--- src/rtl/e_hazard_ctrl.sv ---
// E-stage hazard/forwarding controller: combinational stall, registered ALU operand forward selects,
// and an MDU busy countdown that is built only when HAZARD_MDU_EN is defined.
module e_hazard_ctrl #(
  parameter int MULT_CYCLES = 5,
  parameter int DIV_CYCLES  = 10
) (
  input  logic       clk,
  input  logic       reset,
  input  logic       Req,
  input  logic [4:0] D_rs,
  input  logic [4:0] D_rt,
  input  logic [1:0] D_Tuse_rs,
  input  logic [1:0] D_Tuse_rt,
  input  logic       D_IsMDU,
  input  logic [4:0] E_A3,
  input  logic [4:0] M_A3,
  input  logic [1:0] E_Tnew,
  input  logic [1:0] M_Tnew,
  input  logic       E_MDUStart,
  input  logic       E_MDUIsDiv,
  output logic       Stall,
  output logic [1:0] E_ForwardALUAMux_Sel,
  output logic [1:0] E_ForwardALUBMux_Sel,
  output logic       MDU_Busy
);

  localparam logic [1:0] SEL_GRF = 2'd0;
  localparam logic [1:0] SEL_W   = 2'd1;
  localparam logic [1:0] SEL_M   = 2'd2;

  function automatic logic reg_stall(input logic [4:0] src, input logic [1:0] tuse,
                                     input logic [4:0] e_a3, input logic [1:0] e_tnew,
                                     input logic [4:0] m_a3, input logic [1:0] m_tnew);
    reg_stall = (src != 5'd0) &&
                (((src == e_a3) && (tuse < e_tnew)) || ((src == m_a3) && (tuse < m_tnew)));
  endfunction

  // The E writer is the newest, so it wins over M; it will sit in M next cycle.
  function automatic logic [1:0] fwd_sel(input logic [4:0] src, input logic [4:0] e_a3,
                                         input logic [4:0] m_a3);
    if (src == 5'd0)       fwd_sel = SEL_GRF;
    else if (src == e_a3)  fwd_sel = SEL_M;
    else if (src == m_a3)  fwd_sel = SEL_W;
    else                   fwd_sel = SEL_GRF;
  endfunction

  logic       stall_rs, stall_rt, stall_mdu;
  logic [1:0] sel_a_d, sel_a_q, sel_b_d, sel_b_q;

  always_comb begin
    stall_rs = reg_stall(D_rs, D_Tuse_rs, E_A3, E_Tnew, M_A3, M_Tnew);
    stall_rt = reg_stall(D_rt, D_Tuse_rt, E_A3, E_Tnew, M_A3, M_Tnew);
  end

  assign Stall = stall_rs | stall_rt | stall_mdu;

  always_comb begin
    sel_a_d = fwd_sel(D_rs, E_A3, M_A3);
    sel_b_d = fwd_sel(D_rt, E_A3, M_A3);
    if (Req || Stall) begin
      sel_a_d = SEL_GRF;
      sel_b_d = SEL_GRF;
    end
  end

  always_ff @(posedge clk) begin
    if (reset) begin
      sel_a_q <= SEL_GRF;
      sel_b_q <= SEL_GRF;
    end else begin
      sel_a_q <= sel_a_d;
      sel_b_q <= sel_b_d;
    end
  end

  assign E_ForwardALUAMux_Sel = sel_a_q;
  assign E_ForwardALUBMux_Sel = sel_b_q;

`ifdef HAZARD_MDU_EN
  localparam logic [3:0] MULT_LD = 4'(MULT_CYCLES);
  localparam logic [3:0] DIV_LD  = 4'(DIV_CYCLES);

  logic [3:0] cnt_d, cnt_q;

  // A flushed start is dropped, but Req never aborts a countdown already running.
  always_comb begin
    cnt_d = cnt_q;
    if (E_MDUStart && !Req)   cnt_d = E_MDUIsDiv ? DIV_LD : MULT_LD;
    else if (cnt_q != 4'd0)   cnt_d = cnt_q - 4'd1;
  end

  always_ff @(posedge clk) begin
    if (reset) cnt_q <= 4'd0;
    else       cnt_q <= cnt_d;
  end

  assign MDU_Busy  = (cnt_q != 4'd0);
  assign stall_mdu = D_IsMDU & (MDU_Busy | E_MDUStart);
`else
  logic unused_mdu;
  assign unused_mdu = ^{E_MDUStart, E_MDUIsDiv, D_IsMDU, 4'(MULT_CYCLES), 4'(DIV_CYCLES)};
  assign MDU_Busy   = 1'b0;
  assign stall_mdu  = 1'b0;
`endif

endmodule

--- config.mk ---
export PLATFORM = sky130hd
export DESIGN_NAME = e_hazard_ctrl
export DESIGN_NICKNAME = d
export VERILOG_FILES = /design/src/rtl/e_hazard_ctrl.sv
export SDC_FILE = /design/constraint.sdc
export NUM_CORES = 1
export LEC_CHECK = 0
export CELL_PAD_IN_SITES_DETAIL_PLACEMENT = 1
export CELL_PAD_IN_SITES_GLOBAL_PLACEMENT = 1
export CORE_UTILIZATION = 22
export DETAILED_ROUTE_END_ITERATION = 7
export PLACE_DENSITY = 0.88
export SLEW_MARGIN = 20
export SYNTH_ARGS = -nofsm -noshare
export SYNTH_HDL_FRONTEND = slang
export SYNTH_SLANG_ARGS = --single-unit
--- constraint.sdc ---
create_clock -name clk -period 2.3 [get_ports clk]
set_clock_uncertainty 0.15 [all_clocks]
set_input_delay 0.46 -clock clk [delete_from_list [all_inputs] [get_ports clk]]
set_output_delay 0.46 -clock clk [all_outputs]
set_load 0.05 [all_outputs]
==> load_flow_metrics.sql <==
INSERT INTO impl_metrics (metric_group, metric, value, unit) VALUES
('status', 'status', 'finished with violations', ''),
('status', 'violations', 'setup timing', ''),
('floorplanning', 'die_width', '52.59', 'µm'),
('routing', 'via_per_inst', '4.661', ''),
('sta', 'final_max_slew_viol_count', '0', ''),
('clock_network', 'cts_inserted_buffers', '3', ''),
('setup_path', 'worst_path_max_delay_cell', 'sky130_fd_sc_hd__nor4_2', ''),
('synth', 'register_bit_total_from_synthesis', '4', ''),
('sta', 'final-hold-violation-count', '0', ''),
('global_route', 'first_pass_grt_wire_length', '3884', 'µm'),
('global_route', 'grt_remaining_overflow', '0', ''),
('global_route', 'first_global_vias', '839', ''),
('global_route', 'grt_max_degree', '4', ''),
('clock_network', 'cts-htree-levels', '1', ''),
('synth', 'synth_area_leader_cell', 'sky130_fd_sc_hd__xor2_1', ''),
('synth', 'ys_types', '24', ''),
('cells_and_area', 'num_antenna_cells', '0', ''),
('clock_network', 'cts.clk_slew.worst_paths', '40', 'ps'),
('routing', 'drtIter0Drc', '9', ''),
('clock_network', 'tritoncts', 'built', ''),
('worst_hold_path', 'hold_path_class', 'input port to flop', ''),
('sta', 'timing.slew.headroom', '65.88', '%'),
('worst_hold_path', 'worstHoldPathCells', '6', ''),
('routing', 'drcViolationCount', '0', ''),
('sta', 'period_minus_slack', '2369', 'ps'),
('sta', 'tightestPinTransition', '510.2', 'ps'),
('sta', 'fmax', '422.2', 'MHz'),
('setup_path', 'timing.critical_path.fanout_max', '2', ''),
('setup_path', 'critical_path_required', '1690', 'ps'),
('cells_and_area', 'synthToLayoutAreaGrowth', '129.3', '%'),
('clock_network', 'cts_root_buffer', 'sky130_fd_sc_hd__clkbuf_4', ''),
('routing', 'finalWirelength', '2636', 'µm'),
('placed_design', 'place_congestion', '0.7585', ''),
('synth', 'proportion_of_netlist_area_held_by_the_largest_area_contributor', '17.11', '%'),
('power_and_ir_drop', 'post-layout-total-power', '380.7', 'µW'),
('floorplanning', 'core_region_area', '2318', 'µm²'),
('clock_network', 'clock-sinks', '4', ''),
('sta', 'timing.final.ws_setup', '-68.76', 'ps'),
('synth', 'synth_cell_area', '563.0', 'µm²'),
('clock_network', 'cts_max_path_buffers', '2', ''),
('synth', 'syn-instance-count', '72', ''),
('sta', 'grt_setup_unrepaired', 'true', ''),
('setup_path', 'worstPathBufferInverterCount', '3', ''),
('setup_path', 'crit_arrival', '1760', 'ps'),
('sta', 'setup_total_negative_slack', '-68.76', 'ps'),
('placed_design', 'port_buffers', '35', ''),
('synth', 'ys_async_sr_fraction', '0', '%'),
('setup_path', 'crit_path_end_kind', 'output pin', ''),
('synth', 'ys_top_cells_by_count', 'sky130_fd_sc_hd__xor2_1 (11), sky130_fd_sc_hd__xnor2_1 (9), sky130_fd_sc_hd__nand2_1 (6), sky130_fd_sc_hd__nor2_1 (6)', ''),
('synth', 'post-synth-top-count-cell', 'sky130_fd_sc_hd__xor2_1', ''),
('synth', 'syn_nets', '110', ''),
('power_and_ir_drop', 'power_density', '294.8', 'nW/µm²'),
('synth', 'synth-edff-count', '0', ''),
('setup_path', 'critical-path-top-delay-family', 'simple AND/OR/NAND/NOR gates', ''),
('clock_network', 'postCtsHoldBufs', '0', ''),
('synth', 'syn_avg_cell_area', '7.820', 'µm²'),
('floorplanning', 'start_util', '24.28', '%'),
('routing', 'detailedRoute.firstPassIterationCount', '4', ''),
('routing', 'via_count', '769', ''),
('setup_path', 'crit_path_start', 'E_Tnew[1]', ''),
('floorplanning', 'placement_rows', '17', ''),
('routing', 'wl_per_cell', '15.98', 'µm'),
('sta', 'report.final.setup_viol', '1', ''),
('setup_path', 'crit_path_start_kind', 'input port', ''),
('global_route', 'antenna_found_initial', '0', ''),
('floorplanning', 'fp.dieArea', '2766', 'µm²'),
('floorplanning', 'floorplan.die.height', '52.59', 'µm'),
('cells_and_area', 'final_layout_size_suffix_gt1_share', '57.66', '%'),
('setup_path', 'critical_path.cell_chain', 'buf_8 -> inv_6 -> ha_4 -> a21o_1 -> nor4_2 -> o22a_1 -> or2_1 -> buf_12', ''),
('cells_and_area', 'nets', '177', ''),
('routing', 'ant_nets', '0', '');
cell type report:
class                      instances  area [µm²]
fill                             284        1027
tap                               28       35.03
timing repair buffer              63       526.8
inverter                           2       15.01
multi-input combinational         65       611.8
sequential                         4       80.08
clock buffer                       3       22.52
layout by cell type (no fill, tap or decap), types with 2 or more instances in the layout:
master                             n
sky130_fd_sc_hd__a21o_1            2
sky130_fd_sc_hd__a21oi_2           2
sky130_fd_sc_hd__buf_2             8
sky130_fd_sc_hd__buf_4            25
sky130_fd_sc_hd__buf_6             7
sky130_fd_sc_hd__clkbuf_2          5
sky130_fd_sc_hd__clkbuf_4          3
sky130_fd_sc_hd__clkdlybuf4s15_1   4
sky130_fd_sc_hd__clkdlybuf4s15_2   3
sky130_fd_sc_hd__clkdlybuf4s50_1   6
sky130_fd_sc_hd__dfxtp_1           4
sky130_fd_sc_hd__dlygate4sd2_1     3
sky130_fd_sc_hd__ha_4              3
sky130_fd_sc_hd__nand2_1           5
sky130_fd_sc_hd__nand2b_1          2
sky130_fd_sc_hd__nand2b_4          2
sky130_fd_sc_hd__nand3_1           2
sky130_fd_sc_hd__nor2_1            6
sky130_fd_sc_hd__nor3_2            3
sky130_fd_sc_hd__nor4_2            2
sky130_fd_sc_hd__o21ai_0           2
sky130_fd_sc_hd__o22a_1            2
sky130_fd_sc_hd__or4_4             2
sky130_fd_sc_hd__xnor2_1           6
sky130_fd_sc_hd__xnor2_2           3
sky130_fd_sc_hd__xor2_1            7
sky130_fd_sc_hd__xor2_2            4
registers in the layout, indices dropped and copies added (netlist names):
signal,flops
E_ForwardALUBMux_Sel,2
E_ForwardALUAMux_Sel,2
what timing repair did:
action	in CTS	in global routing
gates resized for setup	102	21
setup endpoints to repair	1	1
buffers inserted	9	2
pin swaps	27	13
gates cloned	0	0
per-layer routing:
metal	share of wire (%)	global-route usage [%]	up-vias
li1	-	-	375
met1	37	20.42	363
met2	57	40.08	29
met3	5.6	4.348	2
met4	0.61	2.193	0
met5	0	0	-
through the flow:
| step | worst slack, ps | std cells | util (%) | hold WS (ps) | area [µm²] |
|---|---|---|---|---|---|
| final | -68.76 | 165 | 55.69 | 619.7 | 1291 |
| after global routing | -118.7 | 165 | 55.69 | 648.1 | 1291 |
| after CTS | -43.09 | 163 | 54.34 | 578.2 | 1260 |
| after detailed placement | -470.8 | 151 | 46.52 | 1127 | 1079 |
| after global placement | -404.7 | 151 | 46.52 | 1104 | 1079 |
| after floorplan | 15.51 | 72 | - | 520.0 | 563.0 |
logic make-up (layout without fill, tap and decap cells):
logic type | after synthesis | count (layout) | share of synthesized area (%)
adders and majority gates | 4 | 4 | 8.889
and+or+nand+nor | 31 | 31 | 32.00
DFF | 4 | 4 | 14.22
other | 1 | 1 | 0.6660
AOI/OAI and AO/OA | 9 | 9 | 10.45
xor gates and xnor gates | 20 | 20 | 31.11
buffers and inverters | 3 | 68 | 2.668
worst max path at each step:
stage / endpoint / slack, ps / cells after the start
finish: Stall / -70 / 8
global route: Stall / -120 / 8
CTS: Stall / -40 / 5
detailed placement: Stall / -470 / 8
global placement: Stall / -400 / 5
floorplan: Stall / 20 / 6
report_power, final:
part,internal (mW),switching (mW),leakage (nW)
combinational,0.123,0.102,0.537
sequential,0.0703,0.000113,0.0322
clock,0.0583,0.0269,0.0138
total,0.251,0.129,0.583
Note: power is estimated with default switching activity, not from simulation.
